File: config.mk
export PLATFORM = sky130hd
export DESIGN_NAME = thermo_quad_tx
export DESIGN_NICKNAME = d
export VERILOG_FILES = /design/src/rtl/thermo_quad_tx.sv
export SDC_FILE = /design/constraint.sdc
export NUM_CORES = 1
export LEC_CHECK = 0
export ABC_CLOCK_PERIOD_IN_PS = 1600
export CORE_MARGIN = 2
export CORE_UTILIZATION = 38
export DETAILED_ROUTE_END_ITERATION = 7
export GPL_TIMING_DRIVEN = 1
export PLACE_DENSITY = 0.67
export RECOVER_POWER = 50
export SLEW_MARGIN = 40
export SYNTH_ARGS = -nofsm -noshare
export SYNTH_HDL_FRONTEND = slang
export SYNTH_SLANG_ARGS = --single-unit
File: constraint.sdc
create_clock -name clk -period 1.6 [get_ports clk]
set_clock_uncertainty 0.15 [all_clocks]
set_input_delay 0.16 -clock clk [delete_from_list [all_inputs] [get_ports clk]]
set_output_delay 0.16 -clock clk [all_outputs]
set_load 0.01 [all_outputs]
File: src/rtl/thermo_quad_tx.sv
// ============================================================================
// Module   : thermo_quad_tx
// Purpose  : Transmit side of the 4-lane thermometer interface. Collects four
//            binary operands as a serial valid/ready stream, encodes each one
//            to a thermometer code and presents the four codes together, held
//            stable, on a valid/ready output handshake.
// Ports    : clk, rst_n          - clock (rising edge), async active-low reset
//            in_valid/in_ready   - operand handshake, in_bin carries operand
//            in_bin              - binary operand, beats 0..3 -> lanes 1..4
//            out_valid/out_ready - set handshake
//            out1..out4          - thermometer codes, lanes 1..4
//            exp_second          - second-largest operand of the set
//                                  (only when THERMO_EXPECT_EN is defined)
// Options  : THERMO_EXPECT_EN - adds exp_second and its sorting network.
// Revision : 1.0 - initial release
// ============================================================================
`default_nettype none

module thermo_quad_tx #(
  parameter int BIN_W = 4
) (
  input  logic                   clk,
  input  logic                   rst_n,
  input  logic                   in_valid,
  output logic                   in_ready,
  input  logic [BIN_W-1:0]       in_bin,
  output logic                   out_valid,
  input  logic                   out_ready,
  output logic [(2**BIN_W)-2:0]  out1,
  output logic [(2**BIN_W)-2:0]  out2,
  output logic [(2**BIN_W)-2:0]  out3,
  output logic [(2**BIN_W)-2:0]  out4
`ifdef THERMO_EXPECT_EN
  ,
  output logic [BIN_W-1:0]       exp_second
`endif
);

  localparam int TW = (2**BIN_W) - 1;

  typedef enum logic [0:0] {
    COLLECT = 1'b0,
    FULL    = 1'b1
  } state_t;

  state_t              state_q, state_d;
  logic [1:0]          lane_cnt_q, lane_cnt_d;
  logic [BIN_W-1:0]    hold0_q, hold0_d;
  logic [BIN_W-1:0]    hold1_q, hold1_d;
  logic [BIN_W-1:0]    hold2_q, hold2_d;
  logic [TW-1:0]       out1_q, out1_d;
  logic [TW-1:0]       out2_q, out2_d;
  logic [TW-1:0]       out3_q, out3_d;
  logic [TW-1:0]       out4_q, out4_d;
  logic                accept;

  // Bit j is set iff j < v, so the code can never contain a bubble.
  function automatic logic [TW-1:0] therm(input logic [BIN_W-1:0] v);
    logic [TW-1:0] r;
    r = '0;
    for (int j = 0; j < TW; j++) begin
      r[j] = (j < int'(v));
    end
    return r;
  endfunction

`ifdef THERMO_EXPECT_EN
  logic [BIN_W-1:0]    exp_q, exp_d;

  function automatic logic [BIN_W-1:0] vmax(input logic [BIN_W-1:0] a,
                                            input logic [BIN_W-1:0] b);
    return (a > b) ? a : b;
  endfunction

  function automatic logic [BIN_W-1:0] vmin(input logic [BIN_W-1:0] a,
                                            input logic [BIN_W-1:0] b);
    return (a < b) ? a : b;
  endfunction

  // Second-largest with duplicates counted: sort each pair, then the runner-up
  // is either the smaller of the two pair maxima or the larger of the two
  // pair minima, whichever is bigger.
  function automatic logic [BIN_W-1:0] second(input logic [BIN_W-1:0] a,
                                              input logic [BIN_W-1:0] b,
                                              input logic [BIN_W-1:0] c,
                                              input logic [BIN_W-1:0] d);
    logic [BIN_W-1:0] hi_ab, lo_ab, hi_cd, lo_cd;
    hi_ab = vmax(a, b);
    lo_ab = vmin(a, b);
    hi_cd = vmax(c, d);
    lo_cd = vmin(c, d);
    return vmax(vmin(hi_ab, hi_cd), vmax(lo_ab, lo_cd));
  endfunction
`endif

  assign in_ready  = (state_q == COLLECT);
  assign out_valid = (state_q == FULL);
  assign accept    = in_valid & in_ready;

  always_comb begin
    state_d    = state_q;
    lane_cnt_d = lane_cnt_q;
    hold0_d    = hold0_q;
    hold1_d    = hold1_q;
    hold2_d    = hold2_q;
    out1_d     = out1_q;
    out2_d     = out2_q;
    out3_d     = out3_q;
    out4_d     = out4_q;
`ifdef THERMO_EXPECT_EN
    exp_d      = exp_q;
`endif
    case (state_q)
      COLLECT: begin
        if (accept) begin
          case (lane_cnt_q)
            2'd0: begin
              hold0_d    = in_bin;
              lane_cnt_d = 2'd1;
            end
            2'd1: begin
              hold1_d    = in_bin;
              lane_cnt_d = 2'd2;
            end
            2'd2: begin
              hold2_d    = in_bin;
              lane_cnt_d = 2'd3;
            end
            default: begin
              // Last beat bypasses the holding registers so the whole set
              // lands on the output registers on this very edge.
              out1_d     = therm(hold0_q);
              out2_d     = therm(hold1_q);
              out3_d     = therm(hold2_q);
              out4_d     = therm(in_bin);
`ifdef THERMO_EXPECT_EN
              exp_d      = second(hold0_q, hold1_q, hold2_q, in_bin);
`endif
              lane_cnt_d = 2'd0;
              state_d    = FULL;
            end
          endcase
        end
      end
      FULL: begin
        // in_ready is low here, so no beat can be consumed; the release edge
        // itself cannot accept a beat either.
        if (out_ready) begin
          state_d = COLLECT;
        end
      end
      default: begin
        state_d = COLLECT;
      end
    endcase
  end

  always_ff @(posedge clk or negedge rst_n) begin
    if (!rst_n) begin
      state_q    <= COLLECT;
      lane_cnt_q <= 2'd0;
      hold0_q    <= '0;
      hold1_q    <= '0;
      hold2_q    <= '0;
      out1_q     <= '0;
      out2_q     <= '0;
      out3_q     <= '0;
      out4_q     <= '0;
    end else begin
      state_q    <= state_d;
      lane_cnt_q <= lane_cnt_d;
      hold0_q    <= hold0_d;
      hold1_q    <= hold1_d;
      hold2_q    <= hold2_d;
      out1_q     <= out1_d;
      out2_q     <= out2_d;
      out3_q     <= out3_d;
      out4_q     <= out4_d;
    end
  end

`ifdef THERMO_EXPECT_EN
  always_ff @(posedge clk or negedge rst_n) begin
    if (!rst_n) begin
      exp_q <= '0;
    end else begin
      exp_q <= exp_d;
    end
  end

  assign exp_second = exp_q;
`endif

  assign out1 = out1_q;
  assign out2 = out2_q;
  assign out3 = out3_q;
  assign out4 = out4_q;

endmodule

`default_nettype wire

==> impl_metrics.toml, run 1 <==
[status]
status = "completed"

[place]
dp_hpwl_mm = 5.18
routabilityCongestion = 0.775
placed_area_sq_mm = 0.00450
port_buffers = 69

[sta]
slew_headroom_pct = 58.3
max_freq_mhz = 636
hold_viol = 0
fin_crit_sh_pct = 98.2
fin_crit_ns = 1.57
setup_viol = 0
drv_slew = 0
worstMarginPinSlew_ns = 0.626
rsz0062_at_grt = "yes"

[power_and_ir_drop]
p_per_area_mw_per_mm2 = 1930
peakVddDrop_mv = 1.04
p_switching_mw = 3.18
seq_power_share_pct = 35.2
power_frac_clock_pct = 15.6
p_comb_share_pct = 49.2
p_int_mw = 6.20
power_leakage_nw = 2.19
swShare_pct = 33.9

[grt]
grt_pass1_vias = 2459
grt_first_pass_wirelength_mm = 12.0
grt-ovfl-total = 0
grt_max_degree = 34
grt_usage_pct = 15.4
antenna_found_initial = 0

[yosys]
synth_enable_flop_cells = 0
yosysSeqAreaShare_pct = 54.7
ys_types = 32
synthCells = 281
netlist.top_cell.by_area = "dfrtp_1"
ys_ff_latch = 75
synth.most_common_cell = "dfrtp_1"
synthTopCellsByCount = "dfrtp_1 (75), inv_1 (31), mux2i_1 (25)"
yosysTopAreaCellShare_pct = 54.7
mappedNetlistArea_sq_mm = 0.00343
synth_area_per_cell_sq_um = 12.2
ys_warn_count = 0
synth_fp_nets = 293
synth_area_leaders = "dfrtp_1 (55%), mux2i_1 (7.3%), mux2_4 (6.1%), mux2_2 (4.9%), inv_1 (3.4%)"
synth_ff_type = "dfrtp_1"
synth-async-reset-ratio_pct = 100

[worst_setup_path]
rr_worst_depth = 4
cp-end-kind = "flop"
rr_startpoint = "lane_cnt_q[1]"
crit_required_ns = 1.68
arrival_ns = 1.65
crit_start = "lane_cnt_q[1]"
crit_path_start_kind = "flop"
reg2reg_to = "out3[13]"
setup.worst_path.end = "out3[13]"
crit_type = "flop to flop"
worstPathMaxFanout = 16
r2r_setup_slack_ns = 0.03

[floorplan]
start_util_pct = 39.3
die_w_um = 99.0
rows = 34
ios = 70
coreArea_sq_mm = 0.00872
die_area_sq_mm = 0.00980
fp.dieH_um = 99.0

[clock_tree]
cts_tree = "yes"
cts_buffers = 9
clock_sinks = 75
insertion_delay_ns = 0.34
cts_root_buf = "clkbuf_8"
clockBufferDepth = 2
clk_pin_slew_ns = 0.08
h-tree-depth = 3

[routing]
drc_errors = 0
viasPerCell = 4.94
num_vias = 2479
drtAntennaViolNets = 0
drtPass1Iterations = 4
wirelength_mm = 7.61
wire_per_inst_um = 15.2
drtIter0Drc = 100

[layout]
regArea_sq_mm = 0.00188
final_area_sq_mm = 0.00485
final_util_pct = 55.7
final_nets = 401
multi_input_area_sq_mm = 0.00134
syn2layout_area_growth_pct = 41.5
n_fill_cell = 726
drive_gt1_share_pct = 27.2
n_antenna_cell = 0

[job]
maxCapViolCount = 0

[worst_hold_path]
holdCritPathClass = "input pin to async pin"
-- power groups by stage --
stage / combinational, mW / clock, mW / sequential (mW)
2_1_floorplan: 2.04 / 0 / 3.52
3_3_place_gp: 4.41 / 0 / 3.33
3_5_place_dp: 4.48 / 0 / 3.34
4_1_cts: 4.53 / 1.50 / 3.31
5_1_grt: 4.99 / 1.57 / 3.41
6_report: 4.61 / 1.46 / 3.30
-- critical path, stage by stage (launching register included) --
cell,delay (ns)
dfrtp_1,0.37
ha_2,0.20
and3b_2,0.25
buf_12,0.17
mux2_4,0.31
-- state kept, by name, indices dropped and copies added (netlist names) --
register / flops
out1: 15
out2: 15
hold0_q: 4
out3: 15
hold1_q: 4
hold2_q: 4
lane_cnt_q: 2
out4: 15
out_valid: 1
-- cell families (layout without fill, tap and decap cells) --
logic type | count (synthesis) | after routing | share of synthesized area [%]
flip-flops | 75 | 75 | 54.7
AND/OR/NAND/NOR | 46 | 46 | 8.64
adder cells (fa/ha/maj) | 4 | 4 | 1.46
AO/OA/AOI/OAI | 46 | 46 | 9.34
buffers and inverters | 56 | 169 | 7.51
multiplexers | 54 | 54 | 18.3
-- per-stage QoR --
stage | instances | hold WS [ns] | total power, mW | TNS (ns) | setup WS [ns]
after CTS | 498 | 0.0952 | 9.34 | 0 | 0.000978
after detailed placement | 480 | -0.0675 | 7.82 | -2.27 | -0.0903
after global routing | 502 | 0.243 | 9.97 | -0.491 | -0.0319
after global placement | 480 | -0.0708 | 7.74 | -1.32 | -0.0734
final | 502 | 0.210 | 9.38 | 0 | 0.0289
after floorplan | 281 | -0.286 | 5.56 | 0 | 0.0155
-- cell usage in the layout, fill, tap and decap left out, types with 4 or more instances in the layout --
master	netlist	layout
nand3_1	4	4
nand4_1	4	4
or3_1	4	4
o21ai_0	13	13
nand4b_1	4	4
dfrtp_1	75	75
nand3b_1	4	4
and3_1	4	4
clkdlybuf4s50_1	0	50
dlymetal6s2s_1	0	9
buf_4	2	42
mux2i_1	25	25
mux2_2	15	12
o2bb2ai_1	8	8
clkbuf_8	0	10
nor2_1	4	4
inv_1	31	30
a2bb2oi_1	8	8
clkdlybuf4s25_1	0	7
or4_1	4	4
mux2_4	14	17
a21oi_1	8	8
nand2_1	4	4
buf_6	5	4
o211ai_1	4	4
nor3_1	4	4
-- worst min path at each step --
stage                      from    endpoint  slack, ns  depth (start not counted)
after floorplan           rst_n  hold0_q[0]      -0.29                          0
after global placement    rst_n     out3[3]      -0.07                          1
after detailed placement  rst_n     out3[3]      -0.07                          1
after CTS                 rst_n     out3[1]        0.1                          2
after global routing      rst_n    out1[13]       0.24                          2
final                     rst_n    out3[11]       0.21                          2
-- layer usage --
metal  vias up  share of wire (%)  wire length, um  track usage, %
met1      1220                 47             3560            21.3
met2        48                 48             3620            23.9
met5         -                  0                0               0
met4         0                1.4              105            6.01
met3        11                4.3              325            3.33
li1       1200                  -                -               -
-- layout make-up --
cell class,count,share of cell area (%)
clock buffer,10,2.84
clock inverter,6,1.34
tap,108,2.78
timing repair buffer,122,24.3
multi-input combinational,150,27.7
inverter,31,2.40
sequential,75,38.7
-- repair_timing --
item / CTS / global route
hold endpoints to repair: 75 / 0
hold buffers: 1 / 0
buffers inserted: 1 / 3
cloned: 0 / 1
pin swaps: 1 / 0
setup endpoints to repair: 3 / 45
resized for setup: 2 / 32
Note: power is estimated with default switching activity, not from simulation.
==> run 2: changes to the inputs <==
--- a/config.mk
+++ b/config.mk
@@ -5,12 +5,12 @@
 export SDC_FILE = /design/constraint.sdc
 export NUM_CORES = 1
 export LEC_CHECK = 0
-export ABC_CLOCK_PERIOD_IN_PS = 1600
+export CAP_MARGIN = 0
 export CORE_MARGIN = 2
-export CORE_UTILIZATION = 38
+export CORE_UTILIZATION = 46
 export DETAILED_ROUTE_END_ITERATION = 7
 export GPL_TIMING_DRIVEN = 1
-export PLACE_DENSITY = 0.67
+export PLACE_DENSITY = 0.79
 export RECOVER_POWER = 50
 export SLEW_MARGIN = 40
 export SYNTH_ARGS = -nofsm -noshare
==> run 2 against run 1 <==
Net effect: wire length fell by 1.2%; global-route usage is 3.8 points higher; sequential cell count unchanged; worst hold slack better by 0.011 ns; critical path type unchanged; first-iteration DRC count rose by 24%; non-clock buffer count decreased by 6; highest routed layer unchanged; critical endpoint is now hold2_q[3]; sequential share of layout area grew 0.37 points; combinational power is 1% lower; worst setup slack got worse by 0.025 ns; fmax shrank 1.6%; power grew 3.6%; largest power group unchanged; die area decreased by 17%.
==> impl_metrics.toml, run 2 (synthesized netlist as in run 1, its figures left out) <==
[grt]
grtUsageMet2_pct = 31.2
grt_first_pass_wirelength_mm = 12.5
grt_max_degree = 76
met3_usage_pct = 2.92
grt_pass1_vias = 2551
busiest_layer = "met2"
grt_usage_pct = 19.2
grt_use_met1_pct = 25.7
grt-ovfl-total = 0
antenna_found_initial = 0

[floorplan]
coreArea_sq_mm = 0.00725
start_util_pct = 47.3
fp.dieH_um = 90.4
die_area_sq_mm = 0.00816
rows = 31
ios = 70
die_w_um = 90.4

[routing]
drtIter0Drc = 124
wire_per_inst_um = 15.4
drtPass1Iterations = 4
wirelength_mm = 7.52
viasPerCell = 5.19
drc_errors = 0
num_vias = 2528
drtAntennaViolNets = 0

[place]
routabilityCongestion = 0.768
dp_slack_ns = -0.104
dp_hpwl_mm = 5.05
port_buffers = 69

[worst_setup_path]
crit_path_start_kind = "flop"
crit_required_ns = 1.68
rr_worst_depth = 5
crit_chain = "buf_4 > inv_6 > ha_4 > nand3b_1 > mux2_4"
worstPathMaxFanout = 4
critical_path_buf_inv_count = 2
crit_family = "flip-flops"
cp-end-kind = "flop"
max_stage_delay_ns = 0.40
cpMaxStageDelayCell = "dfrtp_1"
crit_cells = 5
arrival_ns = 1.68
crit_type = "flop to flop"

[clock_tree]
insertion_delay_ns = 0.35
clockBufferDepth = 2
clock_sinks = 75
cts_tree = "yes"
cts_buffers = 9
h-tree-depth = 3
cts_root_buf = "clkbuf_8"
clk_pin_slew_ns = 0.08

[sta]
fin_crit_sh_pct = 99.8
hold_viol = 0
setup_viol = 0
timing.hold.ws_ns = 0.220
max_freq_mhz = 626
drv_slew = 0
fin_ws_ns = 0.00350
fin_crit_ns = 1.60
slew_headroom_pct = 38.1
tns_ns = 0
worstMarginPinSlew_ns = 0.929
rsz0062_at_grt = "yes"

[layout]
n_antenna_cell = 0
drive_gt1_share_pct = 26.0
syn2layout_area_growth_pct = 40.2
final_util_pct = 66.3
final_nets = 395
regArea_sq_mm = 0.00188
layout_commonest_cell = "dfrtp_1"
multi_input_area_sq_mm = 0.00136
mostFrequentLayoutCells = "dfrtp_1 (75), clkdlybuf4s50_1 (53), buf_4 (41), inv_1 (29), mux2i_1 (25)"
n_fill_cell = 557

[status]
status = "completed"

[worst_hold_path]
hold_depth = 2
holdCritPathClass = "input pin to flop"

[job]
maxCapViolCount = 0

[power_and_ir_drop]
power_leakage_nw = 2.09
p_per_area_mw_per_mm2 = 2020
peakVddDrop_mv = 0.787
finalPower_mw = 9.72
## run 2: worst register-to-register path, cell delays in order, from the launching register on
cell	delay, ns
dfrtp_1	0.40
buf_4	0.16
inv_6	0.07
ha_4	0.13
nand3b_1	0.20
mux2_4	0.36
## run 2: per-layer routing
layer	share of wire, %	wire length [um]
met4	1.8	138
met1	46	3420
met3	3.8	289
met5	0	0
met2	49	3670
## run 2: stage by stage
stage,cell area (sq um),instances
CTS,4760,486
global placement,4470,468
detailed placement,4470,468
global route,4810,487
finish,4810,487
floorplan,3430,281
## run 2: what timing repair did
item / 4_1_cts / 5_1_grt
pin swaps: 1 / 0
endpoints found under the hold margin: 75 / 0
endpoints found under the setup margin: 21 / 40
hold buffers: 1 / 0
buffers inserted: 1 / 1
gates resized for setup: 10 / 24
## run 2: area by class of cell
cell class | count | share of cell area (%)
multi-input cells | 150 | 28.2
inverters | 31 | 2.52
flip-flops and latches | 75 | 39.0
clock inverters | 5 | 2.60
clock buffers | 11 | 2.73
well taps | 99 | 2.58
repair buffers | 116 | 22.4
## run 2: power by group
group	internal [mW]	switching, mW	total (mW)
logic	2.63	1.93	4.55
clock network	1.19	0.680	1.87
registers	2.73	0.561	3.29
## run 2: path summary, 6_finish.rpt
path                                     from    endpoint  slack, ns
worst max-delay path            lane_cnt_q[0]  hold2_q[3]      0.003
worst min-delay path                out_ready   out_valid       0.22
worst max register to register  lane_cnt_q[0]  hold2_q[3]      0.003
worst min register to register       out2[10]    out2[10]       0.35
max in group asynchronous               rst_n  hold2_q[0]       0.25
min in group asynchronous               rst_n     out2[9]       0.45
==> run 3: changes to the inputs <==
--- a/config.mk
+++ b/config.mk
@@ -8,6 +8,7 @@
 export CAP_MARGIN = 0
 export CORE_MARGIN = 2
 export CORE_UTILIZATION = 46
+export CTS_BUF_LIST = sky130_fd_sc_hd__clkbuf_8 sky130_fd_sc_hd__clkbuf_16
 export DETAILED_ROUTE_END_ITERATION = 7
 export GPL_TIMING_DRIVEN = 1
 export PLACE_DENSITY = 0.79
==> run 3 against run 2 <==
Net effect: combinational power is essentially flat; design area is the same; highest routed layer unchanged; largest cell class unchanged; sequential cell count is the same; first-iteration DRC count shrank 4.8%; worst setup slack gained 0.00058 ns; global-route usage is the same; largest power group unchanged; via count shrank 0.24%; non-clock buffer count is the same; register-to-register slack is essentially flat; wire length is essentially flat; core utilization is the same; worst hold slack lost 0.0019 ns.
==> impl_metrics.toml, run 3 (synthesized netlist as in run 1, its figures left out) <==
[worst_setup_path]
crit_family = "flip-flops"
critical_path_buf_inv_count = 2
setup.worst_path.end = "hold2_q[3]"
crit_start = "lane_cnt_q[0]"
rr_worst_depth = 5
crit_path_start_kind = "flop"
r2r_setup_slack_ns = 0.004
rr_startpoint = "lane_cnt_q[0]"
reg2reg_to = "hold2_q[3]"
cpMaxStageDelayCell = "dfrtp_1"
crit_chain = "buf_4 > inv_6 > ha_4 > nand3b_1 > mux2_4"
cp-end-kind = "flop"
max_stage_delay_ns = 0.40
crit_type = "flop to flop"
worstPathMaxFanout = 4
crit_cells = 5
crit_required_ns = 1.68
arrival_ns = 1.68

[grt]
grt_first_pass_wirelength_mm = 12.5
grt_usage_pct = 19.2
grt_pass1_vias = 2551
grt_max_degree = 76
grt-ovfl-total = 0
antenna_found_initial = 0

[clock_tree]
clock_sinks = 75
insertion_delay_ns = 0.35
cts_buffers = 9
h-tree-depth = 3
clockBufferDepth = 2
cts_root_buf = "clkbuf_8"
clk_pin_slew_ns = 0.08
cts_tree = "yes"

[floorplan]
start_util_pct = 47.3
ios = 70
fp.dieH_um = 90.4
coreArea_sq_mm = 0.00725
die_w_um = 90.4
die_area_sq_mm = 0.00816
rows = 31

[sta]
fin_crit_sh_pct = 99.7
fin_ws_ns = 0.00408
hold_viol = 0
rsz0062_at_grt = "yes"
fin_crit_ns = 1.60
worstMarginPinSlew_ns = 0.939
drv_slew = 0
setup_viol = 0
slew_headroom_pct = 37.4
max_freq_mhz = 627
tns_ns = 0

[worst_hold_path]
hold_start = "out_ready"
holdCritPathClass = "input pin to flop"

[routing]
wirelength_mm = 7.53
num_vias = 2522
viasPerCell = 5.18
wire_per_inst_um = 15.5
drtPass1Iterations = 4
drtIter0Drc = 118
drtAntennaViolNets = 0
drc_errors = 0

[layout]
syn2layout_area_growth_pct = 40.2
final_util_pct = 66.3
final_nets = 395
layout_commonest_cell = "dfrtp_1"
n_antenna_cell = 0
drive_gt1_share_pct = 26.0
mostFrequentLayoutCells = "dfrtp_1 (75), clkdlybuf4s50_1 (52), buf_4 (41), inv_1 (31), mux2i_1 (25)"

[power_and_ir_drop]
p_switching_mw = 3.17
p_int_mw = 6.53
swShare_pct = 32.7
power_frac_clock_pct = 19.2
p_per_area_mw_per_mm2 = 2020
peakVddDrop_mv = 0.786
power_leakage_nw = 2.10
seq_power_share_pct = 34.0
p_comb_share_pct = 46.8

[job]
maxCapViolCount = 0

[place]
port_buffers = 69
dp_slack_ns = -0.104
routabilityCongestion = 0.768
dp_hpwl_mm = 5.05

[status]
status = "completed"
run 3: changes by cell type in the layout (fill, tap and decap cells not counted):
cell | before | now
inv_1 | 29 | 31
clkbuf_1 | 2 | 0
clkdlybuf4s50_1 | 53 | 52
clkdlybuf4s25_1 | 11 | 12
run 3: metrics by stage:
| stage | hold slack [ns] | area [sq um] | cells | power [mW] |
|---|---|---|---|---|
| 2_1_floorplan | -0.286 | 3430 | 281 | 5.56 |
| 3_3_place_gp | 0.0523 | 4470 | 468 | 7.64 |
| 3_5_place_dp | 0.0583 | 4470 | 468 | 7.79 |
| 4_1_cts | 0.212 | 4760 | 486 | 9.72 |
| 5_1_grt | 0.266 | 4810 | 487 | 10.3 |
| 6_report | 0.218 | 4810 | 487 | 9.70 |
run 3: per-layer routing:
layer / track usage [%] / up-vias / part of all wire [%]
met2: 31.2 / 74 / 49
met5: 0 / - / 0
met1: 25.7 / 1252 / 44
met4: 8.46 / 0 / 1.5
li1: - / 1187 / -
met3: 2.92 / 9 / 5.0
run 3: cell type report:
cell class / count / area (sq um)
flip-flops and latches: 75 / 1880
repair buffers: 116 / 1070
inverters: 31 / 121
multi-input cells: 150 / 1360
clock inverters: 7 / 133
clock buffers: 9 / 124
well taps: 99 / 124
fillers: 554 / 2440
run 3: timing repair:
action,CTS,global route
setup endpoints to repair,21,41
resized for setup,10,25
hold endpoints to repair,75,0
hold buffers,1,0
pin swaps,1,0
buffers inserted,1,1
run 3: power by group through the flow:
stage / clock network (mW) / registers [mW] / logic, mW
global route: 1.97 / 3.41 / 4.92
detailed placement: 0 / 3.33 / 4.46
global placement: 0 / 3.30 / 4.33
CTS: 1.91 / 3.30 / 4.51
finish: 1.86 / 3.29 / 4.55
floorplan: 0 / 3.52 / 2.04
run 3: how the worst min path moves through the flow:
stage | endpoint | slack (ns) | cells past startpoint
floorplan | hold0_q[0] | -0.29 | 0
global placement | out4[13] | 0.05 | 2
detailed placement | out4[0] | 0.06 | 2
CTS | out_valid | 0.21 | 2
global route | out_valid | 0.27 | 2
finish | out_valid | 0.22 | 2
